`config.mk`:
```
export PLATFORM = sky130hd
export DESIGN_NAME = gf180mcu_fd_sc_mcu7t5v0__invdly_cal
export DESIGN_NICKNAME = d
export VERILOG_FILES = /design/src/rtl/gf180mcu_fd_sc_mcu7t5v0__invdly_cal.sv
export SDC_FILE = /design/constraint.sdc
export NUM_CORES = 1
export LEC_CHECK = 0
export ABC_AREA = 1
export CORE_MARGIN = 3
export CORE_UTILIZATION = 25
export DETAILED_ROUTE_END_ITERATION = 6
export PLACE_DENSITY = 0.53
export SYNTH_ARGS = -nofsm -noshare
export SYNTH_HDL_FRONTEND = slang
export SYNTH_SLANG_ARGS = --single-unit
export TNS_END_PERCENT = 10
```
`constraint.sdc`:
```
create_clock -name CLK -period 5.98 [get_ports CLK]
set_input_delay 1.196 -clock CLK [delete_from_list [all_inputs] [get_ports CLK]]
set_output_delay 1.196 -clock CLK [all_outputs]
set_load 0.05 [all_outputs]
```
`src/rtl/gf180mcu_fd_sc_mcu7t5v0__invdly_cal.sv`:
```
// -----------------------------------------------------------------------------
// gf180mcu_fd_sc_mcu7t5v0__invdly_cal
//
// Calibration controller for a tapped inv_2 delay line. The delay line is closed
// into a ring oscillator. The controller counts ring edges over a fixed window
// of CLK cycles. It then walks the tap select one step at a time until the
// measured count crosses the programmed target.
//
// Ports
//   CLK     in             sole clock, rising edge
//   RN      in             asynchronous active-low reset
//   START   in             single-cycle calibration request (ignored while BUSY)
//   TARGET  in  [CNT_W]    desired edges per window, latched on accepted START
//   OSC     in             ring output, asynchronous, 2-flop synchronized here
//   RO_EN   out            ring oscillator enable
//   TAP     out [TAP_W]    tap select (higher tap = slower ring)
//   BUSY    out            search in progress
//   DONE    out            search finished, held until the next accepted START
//   ERR     out            search ran off the tap range (valid with DONE)
//   COUNT   out [CNT_W]    edge count of the last completed window
//
// Build option
//   GF180MCU_FD_SC_MCU7T5V0__INVDLY_CAL_TRACK_EN
//     When defined, a successful lock keeps the ring running. Each window nudges
//     TAP by one step whenever the count leaves TARGET +/- HYST. When undefined,
//     DONE is static and HYST has no effect.
// -----------------------------------------------------------------------------
module gf180mcu_fd_sc_mcu7t5v0__invdly_cal #(
    parameter int TAP_W  = 5,
    parameter int CNT_W  = 12,
    parameter int WIN    = 256,
    parameter int SETTLE = 8,
    parameter int HYST   = 2
) (
    input  logic             CLK,
    input  logic             RN,
    input  logic             START,
    input  logic [CNT_W-1:0] TARGET,
    input  logic             OSC,
    output logic             RO_EN,
    output logic [TAP_W-1:0] TAP,
    output logic             BUSY,
    output logic             DONE,
    output logic             ERR,
    output logic [CNT_W-1:0] COUNT
);

`ifdef GF180MCU_FD_SC_MCU7T5V0__INVDLY_CAL_TRACK_EN
    localparam logic TRACK_EN = 1'b1;
`else
    localparam logic TRACK_EN = 1'b0;
`endif

    localparam logic [2:0] ST_IDLE    = 3'd0;
    localparam logic [2:0] ST_SETTLE  = 3'd1;
    localparam logic [2:0] ST_MEASURE = 3'd2;
    localparam logic [2:0] ST_COMPARE = 3'd3;
    localparam logic [2:0] ST_DONE    = 3'd4;

    localparam int SET_W = $clog2(SETTLE) + 1;
    localparam int WIN_W = $clog2(WIN);

    localparam logic [TAP_W-1:0] TAP_MAX = '1;
    localparam logic [TAP_W-1:0] TAP_RST = TAP_W'(1) << (TAP_W - 1);
    localparam logic [CNT_W-1:0] CNT_MAX = '1;

    logic [2:0]       state_reg;
    logic [TAP_W-1:0] tap_reg;
    logic [CNT_W-1:0] target_reg;
    logic [CNT_W-1:0] edge_cnt_reg;
    logic [CNT_W-1:0] count_reg;
    logic [SET_W-1:0] settle_cnt_reg;
    logic [WIN_W-1:0] win_cnt_reg;
    logic             dir_up_reg;
    logic             dir_dn_reg;
    logic             tracking_reg;
    logic             ro_en_reg;
    logic             busy_reg;
    logic             done_reg;
    logic             err_reg;
    logic             osc_s1_reg;
    logic             osc_s2_reg;
    logic             osc_d_reg;

    logic             osc_rise;
    logic [CNT_W:0]   hi_bound;
    logic [CNT_W-1:0] lo_bound;
    logic             too_fast;
    logic             too_slow;
    logic             step_up;
    logic             step_dn;
    logic             lock;
    logic             fail;

    assign osc_rise = osc_s2_reg & ~osc_d_reg;

    // Decision taken in COMPARE. The search locks on the first tap past the
    // crossing, which is detected as a reversal of the step direction.
    always_comb begin
        hi_bound = {1'b0, target_reg} + (CNT_W+1)'(HYST);
        lo_bound = (target_reg > CNT_W'(HYST)) ? target_reg - CNT_W'(HYST) : '0;
        too_fast = {1'b0, edge_cnt_reg} > hi_bound;
        too_slow = edge_cnt_reg < lo_bound;
        step_up  = 1'b0;
        step_dn  = 1'b0;
        lock     = 1'b0;
        fail     = 1'b0;
        if (tracking_reg) begin
            if (too_fast && tap_reg != TAP_MAX) begin
                step_up = 1'b1;
            end else if (too_slow && tap_reg != '0) begin
                step_dn = 1'b1;
            end
        end else if (edge_cnt_reg == target_reg) begin
            lock = 1'b1;
        end else if (edge_cnt_reg > target_reg) begin
            if (dir_dn_reg)             lock    = 1'b1;
            else if (tap_reg == TAP_MAX) fail   = 1'b1;
            else                         step_up = 1'b1;
        end else begin
            if (dir_up_reg)             lock    = 1'b1;
            else if (tap_reg == '0)     fail    = 1'b1;
            else                        step_dn = 1'b1;
        end
    end

    always_ff @(posedge CLK or negedge RN) begin
        if (!RN) begin
            state_reg      <= ST_IDLE;
            tap_reg        <= TAP_RST;
            target_reg     <= '0;
            edge_cnt_reg   <= '0;
            count_reg      <= '0;
            settle_cnt_reg <= '0;
            win_cnt_reg    <= '0;
            dir_up_reg     <= 1'b0;
            dir_dn_reg     <= 1'b0;
            tracking_reg   <= 1'b0;
            ro_en_reg      <= 1'b0;
            busy_reg       <= 1'b0;
            done_reg       <= 1'b0;
            err_reg        <= 1'b0;
            osc_s1_reg     <= 1'b0;
            osc_s2_reg     <= 1'b0;
            osc_d_reg      <= 1'b0;
        end else begin
            osc_s1_reg <= OSC;
            osc_s2_reg <= osc_s1_reg;
            osc_d_reg  <= osc_s2_reg;

            // BUSY is low in IDLE, DONE and while tracking, so a START there
            // always restarts a full search from the current tap.
            if (START && !busy_reg) begin
                target_reg     <= TARGET;
                done_reg       <= 1'b0;
                err_reg        <= 1'b0;
                dir_up_reg     <= 1'b0;
                dir_dn_reg     <= 1'b0;
                tracking_reg   <= 1'b0;
                busy_reg       <= 1'b1;
                ro_en_reg      <= 1'b1;
                settle_cnt_reg <= '0;
                state_reg      <= ST_SETTLE;
            end else begin
                case (state_reg)
                    ST_IDLE, ST_DONE: begin
                    end
                    ST_SETTLE: begin
                        if (settle_cnt_reg == SET_W'(SETTLE - 1)) begin
                            edge_cnt_reg <= '0;
                            win_cnt_reg  <= '0;
                            state_reg    <= ST_MEASURE;
                        end else begin
                            settle_cnt_reg <= settle_cnt_reg + SET_W'(1);
                        end
                    end
                    ST_MEASURE: begin
                        if (osc_rise && edge_cnt_reg != CNT_MAX) begin
                            edge_cnt_reg <= edge_cnt_reg + CNT_W'(1);
                        end
                        if (win_cnt_reg == WIN_W'(WIN - 1)) begin
                            state_reg <= ST_COMPARE;
                        end else begin
                            win_cnt_reg <= win_cnt_reg + WIN_W'(1);
                        end
                    end
                    ST_COMPARE: begin
                        count_reg <= edge_cnt_reg;
                        if (step_up || step_dn) begin
                            tap_reg        <= step_up ? tap_reg + TAP_W'(1)
                                                      : tap_reg - TAP_W'(1);
                            dir_up_reg     <= step_up;
                            dir_dn_reg     <= step_dn;
                            settle_cnt_reg <= '0;
                            state_reg      <= ST_SETTLE;
                        end else if (fail) begin
                            done_reg  <= 1'b1;
                            err_reg   <= 1'b1;
                            busy_reg  <= 1'b0;
                            ro_en_reg <= 1'b0;
                            state_reg <= ST_DONE;
                        end else if (lock && !TRACK_EN) begin
                            done_reg  <= 1'b1;
                            err_reg   <= 1'b0;
                            busy_reg  <= 1'b0;
                            ro_en_reg <= 1'b0;
                            state_reg <= ST_DONE;
                        end else begin
                            // Locked with tracking, or tracking inside the dead
                            // band: keep the ring running, next window at once.
                            done_reg     <= 1'b1;
                            err_reg      <= 1'b0;
                            busy_reg     <= 1'b0;
                            tracking_reg <= 1'b1;
                            edge_cnt_reg <= '0;
                            win_cnt_reg  <= '0;
                            state_reg    <= ST_MEASURE;
                        end
                    end
                    default: state_reg <= ST_IDLE;
                endcase
            end
        end
    end

    assign RO_EN = ro_en_reg;
    assign TAP   = tap_reg;
    assign BUSY  = busy_reg;
    assign DONE  = done_reg;
    assign ERR   = err_reg;
    assign COUNT = count_reg;

endmodule
```
==> results of run 1 <==
[worst reg2reg max path: stages, from the launching register on]
cell	delay, ns
dfrtp_1	0.43
inv_1	0.14
ha_1	0.22
inv_1	0.07
nor3_1	0.35
nand3_1	0.17
inv_1	0.12
nand2_1	0.05
nand2_1	0.05
nand3_1	0.07
ha_1	0.31
nand2_1	0.06
inv_1	0.07
nand3_1	0.07
nor3_1	0.13
nand2_1	0.09
nand3_2	0.12
nand3_4	0.11
nand2_4	0.28
nand2_1	0.37
nand2_1	0.15
nand2_1	0.06
[metrics by stage]
stage,utilization [%],total power [W],instances,setup WS [ns]
after floorplan,-,0.00156,644,2.97
after CTS,30.8,0.00245,914,2.39
after global placement,29.0,0.00188,898,2.30
final,30.8,0.00242,914,2.39
after global routing,30.8,0.00265,914,1.94
after detailed placement,29.0,0.00187,898,2.30
[per-layer routing]
| layer | share of wire (%) | vias to the layer above | global-route usage (%) |
|---|---|---|---|
| li1 | - | 2148 | - |
| met4 | 2.5 | 0 | 6.00 |
| met1 | 52 | 1856 | 17.7 |
| met3 | 3.5 | 16 | 2.14 |
| met5 | 0 | - | 0 |
| met2 | 42 | 65 | 18.9 |
[power breakdown]
part / internal [W] / switching, W / leakage [nW]
Sequential: 0.000553 / 0.000129 / 0.865
Combinational: 0.000376 / 0.000804 / 1.77
Clock: 0.000339 / 0.000218 / 0.150
[worst paths after layout]
| path | from | to | slack, ns | depth (start not counted) |
|---|---|---|---|---|
| worst max-delay path | target_reg[1]$_DFFE_PN0P_ | edge_cnt_reg[1]$_DFFE_PN0P_ | 2.39 | 21 |
| worst min-delay path | osc_s1_reg$_DFF_PN0_ | osc_s2_reg$_DFF_PN0_ | 0.35 | 0 |
| worst max register to register | target_reg[1]$_DFFE_PN0P_ | edge_cnt_reg[1]$_DFFE_PN0P_ | 2.39 | 21 |
| worst min register to register | osc_s1_reg$_DFF_PN0_ | osc_s2_reg$_DFF_PN0_ | 0.35 | 0 |
| max in group asynchronous | RN | target_reg[6]$_DFFE_PN0P_ | 4.36 | 2 |
| min in group asynchronous | RN | edge_cnt_reg[1]$_DFFE_PN0P_ | 1.07 | 2 |
[area by class of cell]
type	instances	share of cell area, %
multi-input combinational	496	48.4
timing repair buffer	38	6.64
tap	229	5.13
clock inverter	6	1.30
inverter	69	4.64
sequential	66	29.6
clock buffer	10	4.28
[cells by family after synthesis]
| logic type | count (synthesis) |
|---|---|
| compound gates | 49 |
| flops | 66 |
| xor+xnor | 30 |
| fa+ha+maj | 43 |
| simple gates | 374 |
| buf+inv | 82 |
[placed cells by master, fill, tap and decap left out, drive strengths merged]
master and count:
dfstp 1, nor2 62, and3 1, clkinv 2, dfrtp 65, o211ai 1, buf 3, a31oi 1
nand2 214, nand4 15, a21oi 16, o21bai 2, a21o 1, clkdlybuf4s50 35, xnor2 6, or2 1
nand3 63, clkinvlp 1, fa 1, bufinv 1, clkbuf 10, nor3 14, o21a 1, xor2 24
ha 42, inv 71, nand3b 4, o21ai 27
==> flow_summary.json, run 1 <==
{
  "dieArea_sq_um": 20400,
  "cts_resized": 0,
  "syn_area_sq_um": 4680,
  "min_period_over_period_pct": 60.1,
  "die_h_um": 143,
  "pwr_density_cell_nw_per_um2": 433,
  "clock_path_buffers": 2,
  "async_reset_ff_share_pct": 100,
  "core_area_sq_um": 18100,
  "worst_setup_path_end_kind": "register",
  "path_common_cell": "nand2_1",
  "first_iter_violations": 224,
  "htree_num_levels": 3,
  "rsz0062_at_grt": "false",
  "floorplan.initialDensity_pct": 25.8,
  "ant_nets": 0,
  "fillers": 1994,
  "leakage_nw": 2.79,
  "area_growth_pct": 19.2,
  "synth_adder_area_share_pct": 11.7,
  "yosysWarnings": 0,
  "postSynthAreaPerCell_sq_um": 7.27,
  "seq_area_frac_synth_pct": 35.3,
  "gr-usage-all-layers_pct": 12.6,
  "synth_top_area_share_pct": 34.8,
  "ios": 37,
  "first_global_vias": 4029,
  "grt_max_degree": 67,
  "synth_xor_area_share_pct": 5.61,
  "antenna_cells": 0,
  "slew_viol_final": 0,
  "netlist_instances": 644,
  "path_cells": "inv_1 -> ha_1 -> inv_1 -> nor3_1 -> nand3_1 -> inv_1 -> nand2_1 -> nand2_1 -> nand3_1 -> ha_1 -> nand2_1 -> inv_1 -> nand3_1 -> nor3_1 -> nand2_1 -> nand3_2 -> nand3_4 -> nand2_4 -> nand2_1 -> nand2_1 -> nand2_1",
  "root_buffer": "clkbuf_16",
  "antenna_found_initial": 0,
  "critical_path_class": "reg2reg",
  "critPathMaxFanout": 30,
  "multi_input_area_sq_um": 2700,
  "clock-sinks": 66,
  "setup_viol": 0,
  "arrival_ns": 3.83,
  "synth_edf_count": 0,
  "required_ns": 6.22,
  "synthFlopType": "dfrtp_1",
  "finalWirelength_mm": 11.8,
  "die-width_um": 143,
  "yosysMostFrequentCell": "nand2_1",
  "viasPerCell": 4.47,
  "avgRoutedWirePerCell_um": 12.9,
  "regArea_sq_um": 1650,
  "critPathBufInv": 4,
  "maxCapViolCount": 0,
  "max_freq_ghz": 0.278,
  "start_kind": "register",
  "cts_buffers": 9,
  "ys_seq_elements": 66,
  "dp_hpwl_mm": 8.66,
  "finalHoldViolCount": 0,
  "cts_hold_buf": 0,
  "grt.overflow.total": 0,
  "synth_compound_area_share_pct": 5.61,
  "synth_top_area_cell": "dfrtp_1",
  "synth_nets": 703,
  "vias": 4085,
  "dr.pass1.iters": 5,
  "yosys.area_share.simple_pct": 34.8,
  "hold_class": "reg2reg",
  "post_cts_buffers": 0,
  "drive_gt1_share_pct": 5.40,
  "status": "finished clean",
  "grt_pass1_wl_mm": 20.5,
  "cts_tree": "yes",
  "critPathSlowestCell": "dfrtp_1",
  "cp_top_family": "simple AND/OR/NAND/NOR gates",
  "holdWs_ns": 0.354,
  "gp_congestion": 0.818,
  "finalNetCount": 739,
  "portBuffers": 36,
  "ir_drop_mv": 0.191,
  "synth_top_family_by_area": "simple AND/OR/NAND/NOR gates",
  "post-route-min-period_ns": 3.59,
  "drc": 0,
  "fin_setup_tns_ns": 0,
  "synthMuxAreaShare_pct": 0,
  "path_clk_slew_ns": 0.06,
  "slew_headroom_pct": 35.8,
  "synth_cell_types": 36,
  "postLayoutCellArea_sq_um": 5580,
  "clock_latency_ns": 0.35,
  "row_count": 49,
  "placed_area_sq_um": 5270,
  "critPathMaxStageDelay_ns": 0.43,
  "netlist_top_cells_count": "207 x nand2_1, 67 x inv_1, 65 x dfrtp_1, 61 x nand3_1, 59 x nor2_1",
  "worst_pin_slew_ns": 0.959,
  "clock_skew_ns": 0.00589,
  "ys_top_cells_by_area": "dfrtp_1 35%, nand2_1 17%, ha_1 11%"
}
No activity file was read; power rests on OpenSTA's default activity.
==> run 2, diff against run 1 <==
Settings changed: PLACE_DENSITY 0.53 to 0.54.
Clock period 5.98 ns to 3.2 ns, I/O delays scaled along.
==> run 2 against run 1 <==
Final cell count up 3.4%. Clock-buffer cell count up 2. Combinational power rose by 120%. Sequential share of layout area shrank 1.8 points. Critical path depth did not move. Clock power rose by 80%. Via count rose by 3.4%. Worst setup slack lost 2.3 ns. Wire length rose by 5.0%. Register-to-register slack got worse by 2.3 ns. Global-route usage up 0.20 points. Sequential power up 88%. Largest cell class unchanged.
==> flow_summary.json, run 2 (synthesis gave the netlist of run 1 again) <==
{
  "avgRoutedWirePerCell_um": 13.1,
  "first_iter_violations": 187,
  "max_freq_ghz": 0.319,
  "dp.cells": 922,
  "worst_pin_slew_ns": 0.696,
  "setup_viol": 0,
  "viasPerCell": 4.47,
  "dp_slack_ns": -0.0540,
  "clock_skew_ns": 0.00981,
  "ant_nets": 0,
  "cts_buffers": 9,
  "dp_hpwl_mm": 9.16,
  "maxCapViolCount": 0,
  "rsz0062_at_grt": "true",
  "final_common_cell": "nand2_1",
  "finalNetCount": 772,
  "critPathMaxFanout": 6,
  "start_kind": "register",
  "first_global_vias": 4127,
  "floorplan.initialDensity_pct": 25.8,
  "area_growth_pct": 27.0,
  "slew_viol_final": 0,
  "slew_headroom_pct": 53.6,
  "status": "finished clean",
  "post-route-min-period_ns": 3.13,
  "arrival_ns": 3.35,
  "portBuffers": 36,
  "clock-sinks": 66,
  "grt_pass1_wl_mm": 21.0,
  "antenna_found_initial": 0,
  "layout_common_cells": "206 x nand2_1, 64 x dfrtp_1, 64 x inv_1",
  "dieArea_sq_um": 20400,
  "hold_class": "in2async",
  "finalHoldViolCount": 0,
  "fillers": 1971,
  "finalWirelength_mm": 12.4,
  "path_clk_slew_ns": 0.06,
  "critical_path_class": "reg2reg",
  "grt_max_degree": 40,
  "grt.overflow.total": 0,
  "pwr_density_cell_nw_per_um2": 817,
  "cts_tree": "yes",
  "row_count": 49,
  "root_buffer": "clkbuf_16",
  "worst_setup_path_end_kind": "register",
  "ios": 37,
  "core_area_sq_um": 18100,
  "gr-usage-all-layers_pct": 12.8,
  "drc": 0,
  "fin_ws_ns": 0.0698,
  "fin_util_pct": 32.8,
  "gp_congestion": 0.857,
  "clock_latency_ns": 0.34,
  "die_h_um": 143,
  "drive_gt1_share_pct": 12.4,
  "final_cell_count_no_fill": 945,
  "min_period_over_period_pct": 97.8,
  "dr.pass1.iters": 4,
  "clock_path_buffers": 2,
  "die-width_um": 143,
  "htree_num_levels": 3,
  "cts_hold_buf": 0,
  "leakage_nw": 2.95,
  "antenna_cells": 0,
  "ir_drop_mv": 0.481,
  "vias": 4222,
  "total_power_w": 0.00485,
  "required_ns": 3.42
}
## run 2: worst max-delay path, stage by stage (launching register included)
cell     delay [ns]
dfrtp_1        0.47
inv_2          0.10
nor3_4         0.24
nand2_2        0.11
nor2_4         0.13
xor2_1         0.16
ha_1           0.27
nand2_1        0.12
inv_1          0.05
nand4_1        0.12
o21ai_2        0.08
a21oi_2        0.16
nand2_2        0.08
nand2_2        0.09
nand2_4        0.08
buf_4          0.16
nand3_4        0.10
nand2_8        0.07
buf_4          0.15
buf_4          0.15
nand3_1        0.06
nand2_1        0.06
## run 2: report_power, final
group,total (W),switching (W),internal [W]
combinational,0.00257,0.00164,0.000937
sequential,0.00128,0.000244,0.00104
clock,0.00100,0.000364,0.000637
total,0.00485,0.00225,0.00261
## run 2: through the flow
step	instance area (sq um)	hold WS, ns	TNS (ns)
finish	5940	0.350	0
global placement	5460	0.337	0
CTS	5780	0.363	0
detailed placement	5460	0.351	-0.0579
floorplan	4680	0.331	0
global route	5940	0.368	-3.29
## run 2: area by class of cell
type | instances | area (sq um) | area share (%)
multi-input cells | 496 | 2820 | 47.4
flip-flops and latches | 66 | 1650 | 27.8
repair buffers | 71 | 631 | 10.6
well taps | 229 | 287 | 4.82
inverters | 69 | 259 | 4.36
clock buffers | 12 | 256 | 4.31
clock inverters | 2 | 37.5 | 0.631
## run 2: metal layers
| layer | part of all wire [%] | vias up | track usage, % | wire (um) |
|---|---|---|---|---|
| li1 | - | 2220 | - | - |
| met1 | 51 | 1923 | 18.0 | 6320 |
| met2 | 44 | 66 | 19.7 | 5450 |
| met3 | 3.6 | 13 | 2.51 | 441 |
| met4 | 1.6 | 0 | 4.55 | 193 |
| met5 | 0 | - | 0 | 0 |
## run 2: worst paths after layout
kind	cells after the start	start	end	slack [ns]
setup / recovery	21	target_reg[4]$_DFFE_PN0P_	win_cnt_reg[6]$_DFFE_PN0P_	0.07
hold / removal	1	RN	edge_cnt_reg[0]$_DFFE_PN0P_	0.35
setup reg to reg	21	target_reg[4]$_DFFE_PN0P_	win_cnt_reg[6]$_DFFE_PN0P_	0.07
hold reg to reg	0	osc_s1_reg$_DFF_PN0_	osc_s2_reg$_DFF_PN0_	0.36
max in group asynchronous	2	RN	TAP[4]$_DFFE_PN1P_	2.13
min in group CLK	0	osc_s1_reg$_DFF_PN0_	osc_s2_reg$_DFF_PN0_	0.36
## run 2: repair_timing
action	CTS	global route
buffers inserted	1	8
endpoints found under the hold margin	0	0
pin swaps	0	14
setup endpoints to repair	15	41
resized for setup	4	25
